--- src/rtl/id_operand_stage_pkg.sv ---
`default_nettype none
// ============================================================================
//  Module      : id_operand_stage_pkg
//  Description : Shared defaults, constants and the forwarding-select
//                encoding for the decode-side operand stage.
//  Revision    : 1.0 - initial release
// ============================================================================
package id_operand_stage_pkg;

    localparam int DEF_DW = 32;
    localparam int DEF_AW = 5;

    // Register r0 is hardwired to zero and never forwarded.
    localparam logic [4:0] REG_ZERO = 5'd0;

    typedef enum logic [2:0] {
        FWD_ZERO = 3'd0,
        FWD_EX   = 3'd1,
        FWD_MEM  = 3'd2,
        FWD_WB   = 3'd3,
        FWD_GPR  = 3'd4
    } fwd_sel_e;

endpackage : id_operand_stage_pkg
`default_nettype wire

--- src/rtl/id_operand_stage_forward_mux.sv ---
`default_nettype none
// ============================================================================
//  Module      : operand_forward_mux
//  Description : Resolves one source operand from r0, EX/MEM forwards, the
//                write-back bypass or the register-file read data.
//  Revision    : 1.0 - initial release
// ============================================================================
module operand_forward_mux
    import id_operand_stage_pkg::*;
#(
    parameter int DW = DEF_DW,
    parameter int AW = DEF_AW
) (
    input  logic [AW-1:0] i_idx,
    input  logic          i_ex_wreg,
    input  logic [AW-1:0] i_ex_rd,
    input  logic [DW-1:0] i_ex_data,
    input  logic          i_mem_wreg,
    input  logic [AW-1:0] i_mem_rd,
    input  logic [DW-1:0] i_mem_data,
    input  logic          i_wb_we,
    input  logic [AW-1:0] i_wb_rd,
    input  logic [DW-1:0] i_wb_wd,
    input  logic [DW-1:0] i_gpr_data,
    output logic [DW-1:0] o_operand
);

    fwd_sel_e w_sel;

    // Priority select: youngest producer wins; WB covers the write-at-edge
    // register file returning a stale value in the same cycle.
    always_comb begin
        w_sel = FWD_GPR;
        if (i_idx == REG_ZERO) begin
            w_sel = FWD_ZERO;
        end else if (i_ex_wreg && (i_ex_rd == i_idx)) begin
            w_sel = FWD_EX;
        end else if (i_mem_wreg && (i_mem_rd == i_idx)) begin
            w_sel = FWD_MEM;
        end else if (i_wb_we && (i_wb_rd == i_idx)) begin
            w_sel = FWD_WB;
        end
    end

    // Operand data steering from the decoded select.
    always_comb begin
        o_operand = i_gpr_data;
        case (w_sel)
            FWD_ZERO: o_operand = '0;
            FWD_EX:   o_operand = i_ex_data;
            FWD_MEM:  o_operand = i_mem_data;
            FWD_WB:   o_operand = i_wb_wd;
            default:  o_operand = i_gpr_data;
        endcase
    end

endmodule : operand_forward_mux
`default_nettype wire

--- src/rtl/id_operand_stage.sv ---
`default_nettype none
// ============================================================================
//  Module      : id_operand_stage
//  Description : Decode operand stage: register-file addressing, bypass and
//                forwarding, load-use hazard detection and ID/EX register.
//  Revision    : 1.0 - initial release
// ============================================================================
module id_operand_stage
    import id_operand_stage_pkg::*;
#(
    parameter int DW    = DEF_DW,
    parameter int AW    = DEF_AW,
    parameter int CNT_W = 16
) (
    input  logic             clk,
    input  logic             rst,
    input  logic             id_valid,
    input  logic [AW-1:0]    id_rs,
    input  logic [AW-1:0]    id_rt,
    input  logic             id_use_rs,
    input  logic             id_use_rt,
    input  logic [AW-1:0]    id_dest,
    input  logic             id_wreg,
    input  logic             id_is_load,
    input  logic [DW-1:0]    id_imm,
    output logic [AW-1:0]    gpr_rs,
    output logic [AW-1:0]    gpr_rt,
    input  logic [DW-1:0]    gpr_rd1,
    input  logic [DW-1:0]    gpr_rd2,
    input  logic             ex_fwd_wreg,
    input  logic [AW-1:0]    ex_fwd_rd,
    input  logic [DW-1:0]    ex_fwd_data,
    input  logic             mem_fwd_wreg,
    input  logic [AW-1:0]    mem_fwd_rd,
    input  logic [DW-1:0]    mem_fwd_data,
    input  logic             wb_we,
    input  logic [AW-1:0]    wb_rd,
    input  logic [DW-1:0]    wb_wd,
    input  logic             flush,
    input  logic             ex_hold,
    output logic             ifid_stall,
    output logic             idex_valid,
    output logic [DW-1:0]    idex_a,
    output logic [DW-1:0]    idex_b,
    output logic [DW-1:0]    idex_imm,
    output logic [AW-1:0]    idex_dest,
    output logic             idex_wreg,
    output logic             idex_is_load,
    output logic [CNT_W-1:0] stall_count
);

    localparam logic [CNT_W-1:0] c_CNT_ONE = {{(CNT_W-1){1'b0}}, 1'b1};

    logic [DW-1:0]    w_a;
    logic [DW-1:0]    w_b;
    logic             w_load_use;

    logic             r_valid;
    logic [DW-1:0]    r_a;
    logic [DW-1:0]    r_b;
    logic [DW-1:0]    r_imm;
    logic [AW-1:0]    r_dest;
    logic             r_wreg;
    logic             r_is_load;
    logic [CNT_W-1:0] r_stall_count;

    assign gpr_rs = id_rs;
    assign gpr_rt = id_rt;

    operand_forward_mux #(.DW(DW), .AW(AW)) u_fwd_rs (
        .i_idx      (id_rs),
        .i_ex_wreg  (ex_fwd_wreg),
        .i_ex_rd    (ex_fwd_rd),
        .i_ex_data  (ex_fwd_data),
        .i_mem_wreg (mem_fwd_wreg),
        .i_mem_rd   (mem_fwd_rd),
        .i_mem_data (mem_fwd_data),
        .i_wb_we    (wb_we),
        .i_wb_rd    (wb_rd),
        .i_wb_wd    (wb_wd),
        .i_gpr_data (gpr_rd1),
        .o_operand  (w_a)
    );

    operand_forward_mux #(.DW(DW), .AW(AW)) u_fwd_rt (
        .i_idx      (id_rt),
        .i_ex_wreg  (ex_fwd_wreg),
        .i_ex_rd    (ex_fwd_rd),
        .i_ex_data  (ex_fwd_data),
        .i_mem_wreg (mem_fwd_wreg),
        .i_mem_rd   (mem_fwd_rd),
        .i_mem_data (mem_fwd_data),
        .i_wb_we    (wb_we),
        .i_wb_rd    (wb_rd),
        .i_wb_wd    (wb_wd),
        .i_gpr_data (gpr_rd2),
        .o_operand  (w_b)
    );

    // A load in EX cannot forward its data yet; the consumer must wait a cycle.
    always_comb begin
        w_load_use = r_valid && r_is_load && (r_dest != REG_ZERO) && id_valid &&
                     ((id_use_rs && (id_rs == r_dest)) ||
                      (id_use_rt && (id_rt == r_dest)));
    end

    assign ifid_stall = !flush && (ex_hold || w_load_use);

    // ID/EX register: reset > flush > hold > load-use bubble > normal latch.
    always_ff @(posedge clk) begin
        if (rst) begin
            r_valid       <= 1'b0;
            r_a           <= '0;
            r_b           <= '0;
            r_imm         <= '0;
            r_dest        <= '0;
            r_wreg        <= 1'b0;
            r_is_load     <= 1'b0;
            r_stall_count <= '0;
        end else if (flush) begin
            r_valid <= 1'b0;
        end else if (ex_hold) begin
            // Downstream is stalled: every field keeps its value.
            r_valid <= r_valid;
        end else if (w_load_use) begin
            r_valid   <= 1'b0;
            r_wreg    <= 1'b0;
            r_is_load <= 1'b0;
            if (r_stall_count != {CNT_W{1'b1}}) begin
                r_stall_count <= r_stall_count + c_CNT_ONE;
            end
        end else begin
            r_valid   <= id_valid;
            r_a       <= w_a;
            r_b       <= w_b;
            r_imm     <= id_imm;
            r_dest    <= id_dest;
            r_wreg    <= id_wreg && id_valid;
            r_is_load <= id_is_load && id_valid;
        end
    end

    assign idex_valid   = r_valid;
    assign idex_a       = r_a;
    assign idex_b       = r_b;
    assign idex_imm     = r_imm;
    assign idex_dest    = r_dest;
    assign idex_wreg    = r_wreg;
    assign idex_is_load = r_is_load;
    assign stall_count  = r_stall_count;

endmodule : id_operand_stage
`default_nettype wire

--- config.mk ---
export PLATFORM = sky130hd
export DESIGN_NAME = id_operand_stage
export DESIGN_NICKNAME = d
export VERILOG_FILES = /design/src/rtl/id_operand_stage_pkg.sv /design/src/rtl/id_operand_stage_forward_mux.sv /design/src/rtl/id_operand_stage.sv
export SDC_FILE = /design/constraint.sdc
export NUM_CORES = 1
export LEC_CHECK = 0
export ABC_AREA = 1
export BUFFER_PORTS_ARGS = -buffer_cell sky130_fd_sc_hd__clkbuf_2
export CORE_AREA = 2 2 140 142
export CTS_CLUSTER_DIAMETER = 40
export DETAILED_ROUTE_END_ITERATION = 10
export DIE_AREA = 0 0 142 144
export MAX_ROUTING_LAYER = met4
export PLACE_DENSITY = 0.69
export SETUP_SLACK_MARGIN = 0.02
export SYNTH_ARGS = -nofsm -noshare
export SYNTH_HDL_FRONTEND = slang
export SYNTH_HIERARCHICAL = 1
export SYNTH_SLANG_ARGS = --single-unit
--- constraint.sdc ---
create_clock -name clk -period 2.1 [get_ports clk]
set_input_delay 0.315 -clock clk [delete_from_list [all_inputs] [get_ports clk]]
set_output_delay 0.315 -clock clk [all_outputs]
set_load 0.02 [all_outputs]
# Word-level counts from Yosys, hierarchy flattened
# Cells that the tools add are included.
totals:
  input_bits: 234
  mem_bits_rw: 0
  latch_bits: 0
  mem_count: 0
  wordCells: 67
  rom_bits: 0
  out_inout_bits: 131
  regBits: 120
classes:
  mux: 13
  n_addsub: 1
  reduce_logical: 27
  shift: 0
  n_mul: 0
  n_eq_ne: 15
  n_lt_le_gt_ge: 0
  div_mod_pow: 0
  n_bitwise: 3
op_table:
  columns: ["operator", "n"]
  rows:
  - ["$pmux W32 S4", 2]
  - ["$eq A5 B5 Y1", 8]
  - ["$mux W3", 8]
  - ["$add A16 B1 Y16 const B", 1]
  - ["$ne A16 B16 Y1 const B", 1]
  - ["$logic_and A1 B1 Y1", 15]
  - ["$eq A3 B2 Y1 const B", 4]
  - ["$logic_not A5 Y1", 2]
  - ["$eq A3 B1 Y1 const B", 2]
  - ["$logic_not A3 Y1", 2]
  - ["$reduce_bool A5 Y1", 1]
  - ["$reduce_and A4 Y1", 1]
  - ["$mux W1", 3]
  - ["$not A1 Y1", 3]
  - ["$reduce_and A3 Y1", 1]
  - ["$logic_or A1 B1 Y1", 2]
  - ["$reduce_and A2 Y1", 1]
  - ["$reduce_or A2 Y1", 1]
  - ["$logic_not A1 Y1", 1]

# Longest topological paths before layout
# Gate-level depths: netlist of run 1.
logic_depth:
  depth_word: 8
  mapped_depth: 13
  ltp_nobuf: 11

# By module
# The synthesis of run 1 kept the hierarchy.
by_module_without_submodules:
  columns: ["mod", "seq_area_each_um2", "area_each_um2", "n_inst", "cells_each"]
  rows:
  - ["id_operand_stage", 2402.3, 4959.8, 1, 674]
  - ["operand_forward_mux", 0.0, 1174.9, 2, 260]

# Least setup slack after synthesis of run 1
# Ideal clock, no wire load.
synth_path:
  path_kind: "reg-to-reg"
  from: "register r_stall_count[1], in the netlist stall_count[1]"
  to: "register r_stall_count[14], in the netlist stall_count[14]"
  path_slack_ps: 360
  setup_ps: 113
  t_required_ps: 1987
  period_less_slack_ps: 1740
  stages_incl_launch_ff: 10
  path_buffers: 1
  arrival_ps: 1628
  cell_sequence: "dfxtp_1 ha_1 nand3_1 nor3_2 nand3_1 nand4_2 buf_4 nand2_1 nand2_1 nor2_1"
synth_via:
  elab_chain_cells: 2
  elab_cells_between_ends: 3
  cone_classes: "add/sub: 1; eq/ne: 1; reduce/logical: 1"
synth_rtl:
  columns: ["item", "line", "rtl"]
  rows:
  - ["start, declared", "id_operand_stage.sv:65", "logic [CNT_W-1:0] r_stall_count;"]
  - ["start signal, assigned", "id_operand_stage.sv:130", "r_stall_count <= r_stall_count + c_CNT_ONE;"]
  - ["branches (longest 2 deep; another with $add A16 B1 Y16)", null, null]
# Several ways; the timed one is not identified.
# A chain may end at the register's enable or synchronous reset.

# Worst setup path after layout of run 1
layout_path:
  from: "register r_dest[4], in the netlist idex_dest[4]"
  to: "output ifid_stall"
layout_via:
  elab_chain_cells: 6
  elab_cells_between_ends: 11
  cone_classes: "eq/ne: 2; reduce/logical: 9"
layout_rtl:
  columns: ["item", "line", "rtl"]
  rows:
  - ["start, declared", "id_operand_stage.sv:62", "logic [AW-1:0] r_dest;"]
  - ["start signal, assigned", "id_operand_stage.sv:137", "r_dest <= id_dest;"]
  - ["$eq A5 B5 Y1, or another cell as far along", "id_operand_stage.sv:103", "((id_use_rs && (id_rs == r_dest)) ||"]
  - ["$logic_and A1 B1 Y1 (on tied branches)", "id_operand_stage.sv:103, id_operand_stage.sv:102, id_operand_stage.sv:104", null]
  - ["$logic_or A1 B1 Y1 / $logic_and A1 B1 Y1 (equally long branches)", "id_operand_stage.sv:103, id_operand_stage.sv:102", null]
  - ["$logic_and A1 B1 Y1 *", "id_operand_stage.sv:102", "w_load_use = r_valid && r_is_load && (r_dest != REG_ZERO) && id_valid &&"]
  - ["$logic_or A1 B1 Y1 *", "id_operand_stage.sv:107", "assign ifid_stall = !flush && (ex_hold || w_load_use);"]
  - ["$logic_and A1 B1 Y1 *", "id_operand_stage.sv:107", null]
  - ["end, declared", "id_operand_stage.sv:41", "output logic ifid_stall,"]
# Every way passes the cells marked *; elsewhere a longest branch is shown, timed or not.

==> impl_metrics.ini, run 1 <==
[logic_synthesis]
synth_simple_gate_area_frac = 0.459
synth_edf_count = 0
seq_area_frac_synth = 0.329
synth_area_leaders = dfxtp_1, nand2_1, nor2_1
synth_top_family_by_area = simple AND/OR/NAND/NOR gates
synthDistinctLibCells = 26
synth_seq_cells = 120
synth_compound_area_frac = 0.0832
ys_top_cells_by_count = nand2_1, nor2_1, nand3_1
syn-num-nets = 1429
syn_area_mm2 = 0.00731
synth.most_common_cell = nand2_1
async_flop_share = 0
synth_mux_area_frac = 0
yosysWarningCount = 6
dominantRegCellSynth = dfxtp_1
avgSynthCellArea_um2 = 6.12
synth_xor_area_frac = 0.0108
synth_adder_area_share = 0.00171
syn_inst = 1194
yosysTopAreaCell = dfxtp_1
yosys.area.top_type_share = 0.329

[critical_path]
required_ps = 1780
path_max_fanout = 6
cp.arrival_ps = 1740
reg2reg_to = stall_count[0]$_SDFFE_PP0P_
critPathKind = reg2out
startpoint = idex_dest[4]$_SDFFE_PP0P_
reg2reg_from = stall_count[1]$_SDFFE_PP0P_
worst-r2r-cell-count = 7
end_kind = output port
ff2ff_setup_slack_ps = 130
endpoint = ifid_stall
critPathLaunchType = flop

[sta]
period_share = 0.978
maxSlewHeadroom = 0.597
min_period_ps = 2050
hold_viol = 0
drv_slew = 0
worst_slew_pin_slew_ps = 605
final.setup.tns_ps = 0
rsz0062_at_grt = yes
skew_ps = 12.8
finalSetupViolCount = 0
max_freq_ghz = 0.487

[power]
peakVddDrop_mv = 0.523
p_leak_nw = 5.25
power_density_mw_per_mm2 = 691
design_power_total_mw = 7.01

[cts]
insertion_delay_ps = 410
cts_buffers = 17
clkTransAtPathRegs_ps = 60
h-tree-depth = 4
clockRootBuffer = clkbuf_16
ctsHoldBuffers = 0
cts_tree = yes
clock_path_buffers = 2
numClockSinks = 120

[route]
drc = 0
avgViaCountPerCell = 5.11
avgRoutedWirePerCell_um = 15.8
drt_iter0_drc = 625
drtPass1Iterations = 5
wl_mm = 28.5
routed-via-count = 9232
detail-route-antenna-nets = 0

[floorplanning]
top_level_ports = 365
dieWidth_um = 142
dieHeight_um = 144
core_area_mm2 = 0.0191
initial_core_util = 0.383
rows = 51
dieArea_mm2 = 0.0204

[placement]
io_buffers = 364
place_hpwl_mm = 21.4
gp_congestion = 0.981

[global_routing]
grt_pass1_wl_mm = 43.7
grt_usage = 0.278
grt_start_max_net_pins = 68
grt.overflow.total = 0
grt_pass1_vias = 8415
antenna_found_initial = 0

[layout]
drive_gt1_frac = 0.313
final_nets = 1790
finish.utilization = 0.532
diodes = 0
syn2layout_area_growth_pct = 38.9

[run_status]
outcome = complete, no violations

[job]
max_cap_violations = 0

[hold_path]
hold_path.class = in2reg
==> per-stage QoR <==
step	area [um^2]	hold WS (ps)	instances	setup WS, ps
4_1_cts	10100	119	1805	21.5
3_3_place_gp	9520	461	1774	-298
6_report	10200	137	1805	46.9
5_1_grt	10200	152	1805	-97.6
3_5_place_dp	9520	465	1774	-305
2_1_floorplan	7310	384	1194	360
==> repair_timing <==
| item | 4_1_cts | 5_1_grt |
|---|---|---|
| gates cloned | 0 | 0 |
| pin swaps | 1 | 1 |
| setup buffers | 0 | 0 |
| resized for setup | 5 | 4 |
| endpoints found under the setup margin | 1 | 21 |
==> cell type report <==
| class | count | area (um^2) |
|---|---|---|
| Clock inverter | 12 | 175 |
| Multi-Input combinational cell | 912 | 4080 |
| Fill cell | 1998 | 8920 |
| Sequential cell | 120 | 2410 |
| Inverter | 80 | 302 |
| Clock buffer | 19 | 443 |
| Timing Repair Buffer | 424 | 2450 |
| Tap cell | 238 | 298 |
==> kinds of logic (layout without fill, tap and decap cells) <==
family	count (synthesis)	in the layout
xor gates and xnor gates	9	9
adders and majority gates	1	1
DFF	120	120
and+or+nand+nor	783	783
buffers and inverters	162	535
AOI/OAI and AO/OA	119	119
==> placed cells by master (no fill, tap or decap), drive strengths merged, types with 8 or more instances in the layout <==
cell    synthesis  routed
a21oi           8       8
inv            80      80
nor2          276     276
clkbuf         12     382
nand4          73      73
nand3         144     144
o21ai         109     109
xor2            9       9
nand2         282     282
buf            70      61
dfxtp         120     120
==> per-layer routing <==
| layer | part of all wire | up-vias | wire (um) | track usage |
|---|---|---|---|---|
| li1 | - | 4608 | - | - |
| met1 | 0.41 | 4082 | 11600 | 0.325 |
| met5 | 0 | - | 0 | - |
| met2 | 0.48 | 468 | 13700 | 0.467 |
| met4 | 0.030 | 0 | 856 | 0.103 |
| met3 | 0.083 | 74 | 2370 | 0.0652 |
==> state kept, by name, summed over array words and instances, names as in the netlist <==
| signal | count |
|---|---|
| idex_a | 32 |
| idex_b | 32 |
| idex_dest | 5 |
| idex_imm | 32 |
| idex_is_load | 1 |
| idex_valid | 1 |
| idex_wreg | 1 |
| stall_count | 16 |
==> worst min path at each step <==
| stage | from | cells after the start | slack (ps) | end |
|---|---|---|---|---|
| after floorplan | rst | 1 | 380 | idex_is_load$_SDFFE_PP0P_ |
| after global placement | idex_imm[28]$_SDFFE_PP0P_ | 2 | 460 | idex_imm[28]$_SDFFE_PP0P_ |
| after detailed placement | idex_wreg$_SDFFE_PP0P_ | 2 | 470 | idex_wreg$_SDFFE_PP0P_ |
| after CTS | id_imm[29] | 3 | 120 | idex_imm[29]$_SDFFE_PP0P_ |
| after global routing | ex_hold | 3 | 150 | idex_valid$_SDFFE_PP0N_ |
| final | id_imm[29] | 3 | 140 | idex_imm[29]$_SDFFE_PP0P_ |
==> critical path, cell delays in order, from the launching register on <==
cell and delay [ps]:
dfxtp_2 390, inv_2 60, nand2_1 50, nand2_1 50, nor2_1 100, nand3_1 130
nand2_4 140, nand2_4 90, a21oi_1 130, buf_2 170
==> power by group <==
part | internal (mW) | switching [mW]
Sequential | 2.41 | 0.0749
Combinational | 0.554 | 0.871
Clock | 2.01 | 1.09
Total | 4.98 | 2.04
Power figures use the tool's default switching activity.
==> run 2: changes to the inputs <==
- ABC_AREA: 1 -> 0
- CORE_AREA: 2 2 140 142 -> 2 2 142 144
- DIE_AREA: 0 0 142 144 -> 0 0 144 146
- PLACE_DENSITY: 0.69 -> 0.81
==> run 2 against run 1 <==
Effect of this change:
- the flow now finishes with violations (negative setup slack)
- combinational power up 42%
- flip-flop and latch count unchanged
- cell count up 0.66%
- fmax down 9.1%
- design area up 31%
- non-clock buffer count up 42
- synthesized cell count up 0.67%
- via count up 28%
- worst hold slack worse by 7.3 ps
- largest power group unchanged
==> impl_metrics.ini, run 2 <==
[run_status]
outcome = finished with violations
violations = negative setup slack

[logic_synthesis]
ys_top_cells_by_count = and3_1, nand2_1, dfxtp_1
syn_inst = 1202
synth_edf_count = 0
avgSynthCellArea_um2 = 8.15
yosys.area.top_type_share = 0.245
yosysWarningCount = 6
dominantRegCellSynth = dfxtp_1
async_flop_share = 0
synth_seq_cells = 120
syn_area_mm2 = 0.00979
seq_area_frac_synth = 0.245
synth_area_leaders = dfxtp_1, and3_1, mux2i_1
yosysTopAreaCell = dfxtp_1
syn-num-nets = 1437
synthDistinctLibCells = 45
synth.most_common_cell = and3_1

[route]
drtPass1Iterations = 7
drc = 0
avgRoutedWirePerCell_um = 22.2
avgViaCountPerCell = 6.51
routed-via-count = 11829
drt_iter0_drc = 1118
detail-route-antenna-nets = 0
wl_mm = 40.3

[floorplanning]
dieArea_mm2 = 0.0210
core_area_mm2 = 0.0193
initial_core_util = 0.506
rows = 51
top_level_ports = 365
dieWidth_um = 144
dieHeight_um = 146

[power]
p_seq_frac = 0.342
power_density_mw_per_mm2 = 578
switching_power_mw = 2.40
clkPwrFrac = 0.396
swShare = 0.312
p_leak_nw = 6.57
power.internal_mw = 5.29
design_power_total_mw = 7.69
peakVddDrop_mv = 0.529
power.share.combinational = 0.263

[cts]
insertion_delay_ps = 420
ctsHoldBuffers = 0
h-tree-depth = 4
numClockSinks = 120
cts_tree = yes
clock_path_buffers = 2
clockRootBuffer = clkbuf_16
cts_buffers = 17
clkTransAtPathRegs_ps = 50

[placement]
place_hpwl_mm = 27.7
placed_cell_area_mm2 = 0.0123
gp_congestion = 0.962
dpl_worst_slack_ps = -352
placed_cells = 1769
io_buffers = 364

[global_routing]
top_usage_layer = met2
grtUsageMet3 = 0.0652
use_met1 = 0.446
grt_usage = 0.370
grt_pass1_wl_mm = 59.9
antenna_found_initial = 3
grt.overflow.total = 0
grt_start_max_net_pins = 104
met2_usage = 0.594
grt_pass1_vias = 10956

[sta]
min_period_ps = 2260
hold_viol = 0
max_freq_ghz = 0.443
skew_ps = 16.5
worst_slew_pin_slew_ps = 646
setup_ws_ps = -159
period_share = 1.08
maxSlewHeadroom = 0.569
rsz0062_at_grt = yes
drv_slew = 0
finalSetupViolCount = 50

[layout]
n_fill_cell = 1619
drive_gt1_frac = 0.395
syn2layout_area_growth_pct = 35.8
final_nets = 1774
final_cell_area_mm2 = 0.0133
finish.utilization = 0.688
final_common_cell = clkbuf_2
fin_cells = 1817
final_cell_mix = clkbuf_2, and3_1, nand2_1

[critical_path]
ff2ff_setup_slack_ps = -90
reg2reg_to = idex_dest[0]$_SDFFE_PP0P_
critPathLaunchType = flop
reg2reg_from = idex_dest[4]$_SDFFE_PP0P_
required_ps = 1780
endpoint = ifid_stall
path_max_fanout = 28
end_kind = output port
cp.arrival_ps = 1940
worst-r2r-cell-count = 9
critPathKind = reg2out
startpoint = idex_dest[1]$_SDFFE_PP0P_

[hold_path]
hold_path.class = in2reg

[job]
max_cap_violations = 0
run 2: cell types whose count changed after synthesis, sizes merged, moves of 90 or more:
cell / before / now
clkbuf: 12 / 102
mux2i: 0 / 102
o21ai: 109 / 4
and3: 0 / 206
nand3: 144 / 12
nor2: 276 / 10
nand2: 282 / 180
a32oi: 0 / 101
run 2: stage by stage:
step | setup TNS, ps | hold slack, ps
2_1_floorplan | 0 | 416
3_3_place_gp | -12790 | 461
3_5_place_dp | -14670 | 474
4_1_cts | -106 | 116
5_1_grt | -10220 | 130
6_report | -1090 | 129
run 2: power groups by stage:
stage	sequential [mW]	combinational, mW	clock (mW)
floorplan	2.87	0.826	0
global placement	2.65	1.88	0
detailed placement	2.66	1.90	0
CTS	2.62	1.94	3.05
global route	2.65	2.13	3.14
finish	2.63	2.02	3.04
run 2: kinds of logic after synthesis:
family                   Yosys count  synth area share
XOR/XNOR                          40            0.0358
flip-flops                       120             0.245
adder cells (fa/ha/maj)            1           0.00128
AO/OA/AOI/OAI                    268             0.271
buffers and inverters            217            0.0976
multiplexers                     103             0.106
AND/OR/NAND/NOR                  453             0.244
run 2: area by class of cell:
| class | count | area, um^2 | area share |
|---|---|---|---|
| inverter | 69 | 264 | 0.0199 |
| clock buffer | 21 | 480 | 0.0361 |
| timing repair buffer | 466 | 3000 | 0.226 |
| multi-input combinational | 865 | 6680 | 0.502 |
| antenna | 3 | 7.51 | 0.000565 |
| sequential | 120 | 2410 | 0.181 |
| clock inverter | 8 | 121 | 0.00913 |
| tap | 265 | 332 | 0.0249 |
run 2: how the worst min path moves through the flow:
stage / from / end / slack, ps / cells after the start
global placement: idex_wreg$_SDFFE_PP0P_ / idex_wreg$_SDFFE_PP0P_ / 460 / 2
global route: id_is_load / idex_is_load$_SDFFE_PP0P_ / 130 / 3
CTS: id_is_load / idex_is_load$_SDFFE_PP0P_ / 120 / 3
detailed placement: idex_wreg$_SDFFE_PP0P_ / idex_wreg$_SDFFE_PP0P_ / 470 / 2
floorplan: flush / idex_valid$_SDFFE_PP0N_ / 420 / 1
finish: id_is_load / idex_is_load$_SDFFE_PP0P_ / 130 / 3
run 2: metal layers:
layer	share of wire	vias up	routed length [um]
met1	0.37	5540	14800
met2	0.47	846	19000
li1	-	5270	-
met3	0.11	173	4440
met4	0.052	0	2110
met5	0	-	0
run 2: repair_timing:
item	in CTS	in global routing
hold endpoints to repair	0	0
gates cloned	0	3
pin swaps	14	22
setup buffers	6	10
resized for setup	21	27
endpoints found under the setup margin	79	116
run 2: critical path, stage by stage (launching register included):
cell,delay (ps)
dfxtp_2,320
buf_4,140
nor4_4,360
a21oi_4,130
buf_6,200
a21oi_2,170
nor2_2,50
clkbuf_8,150
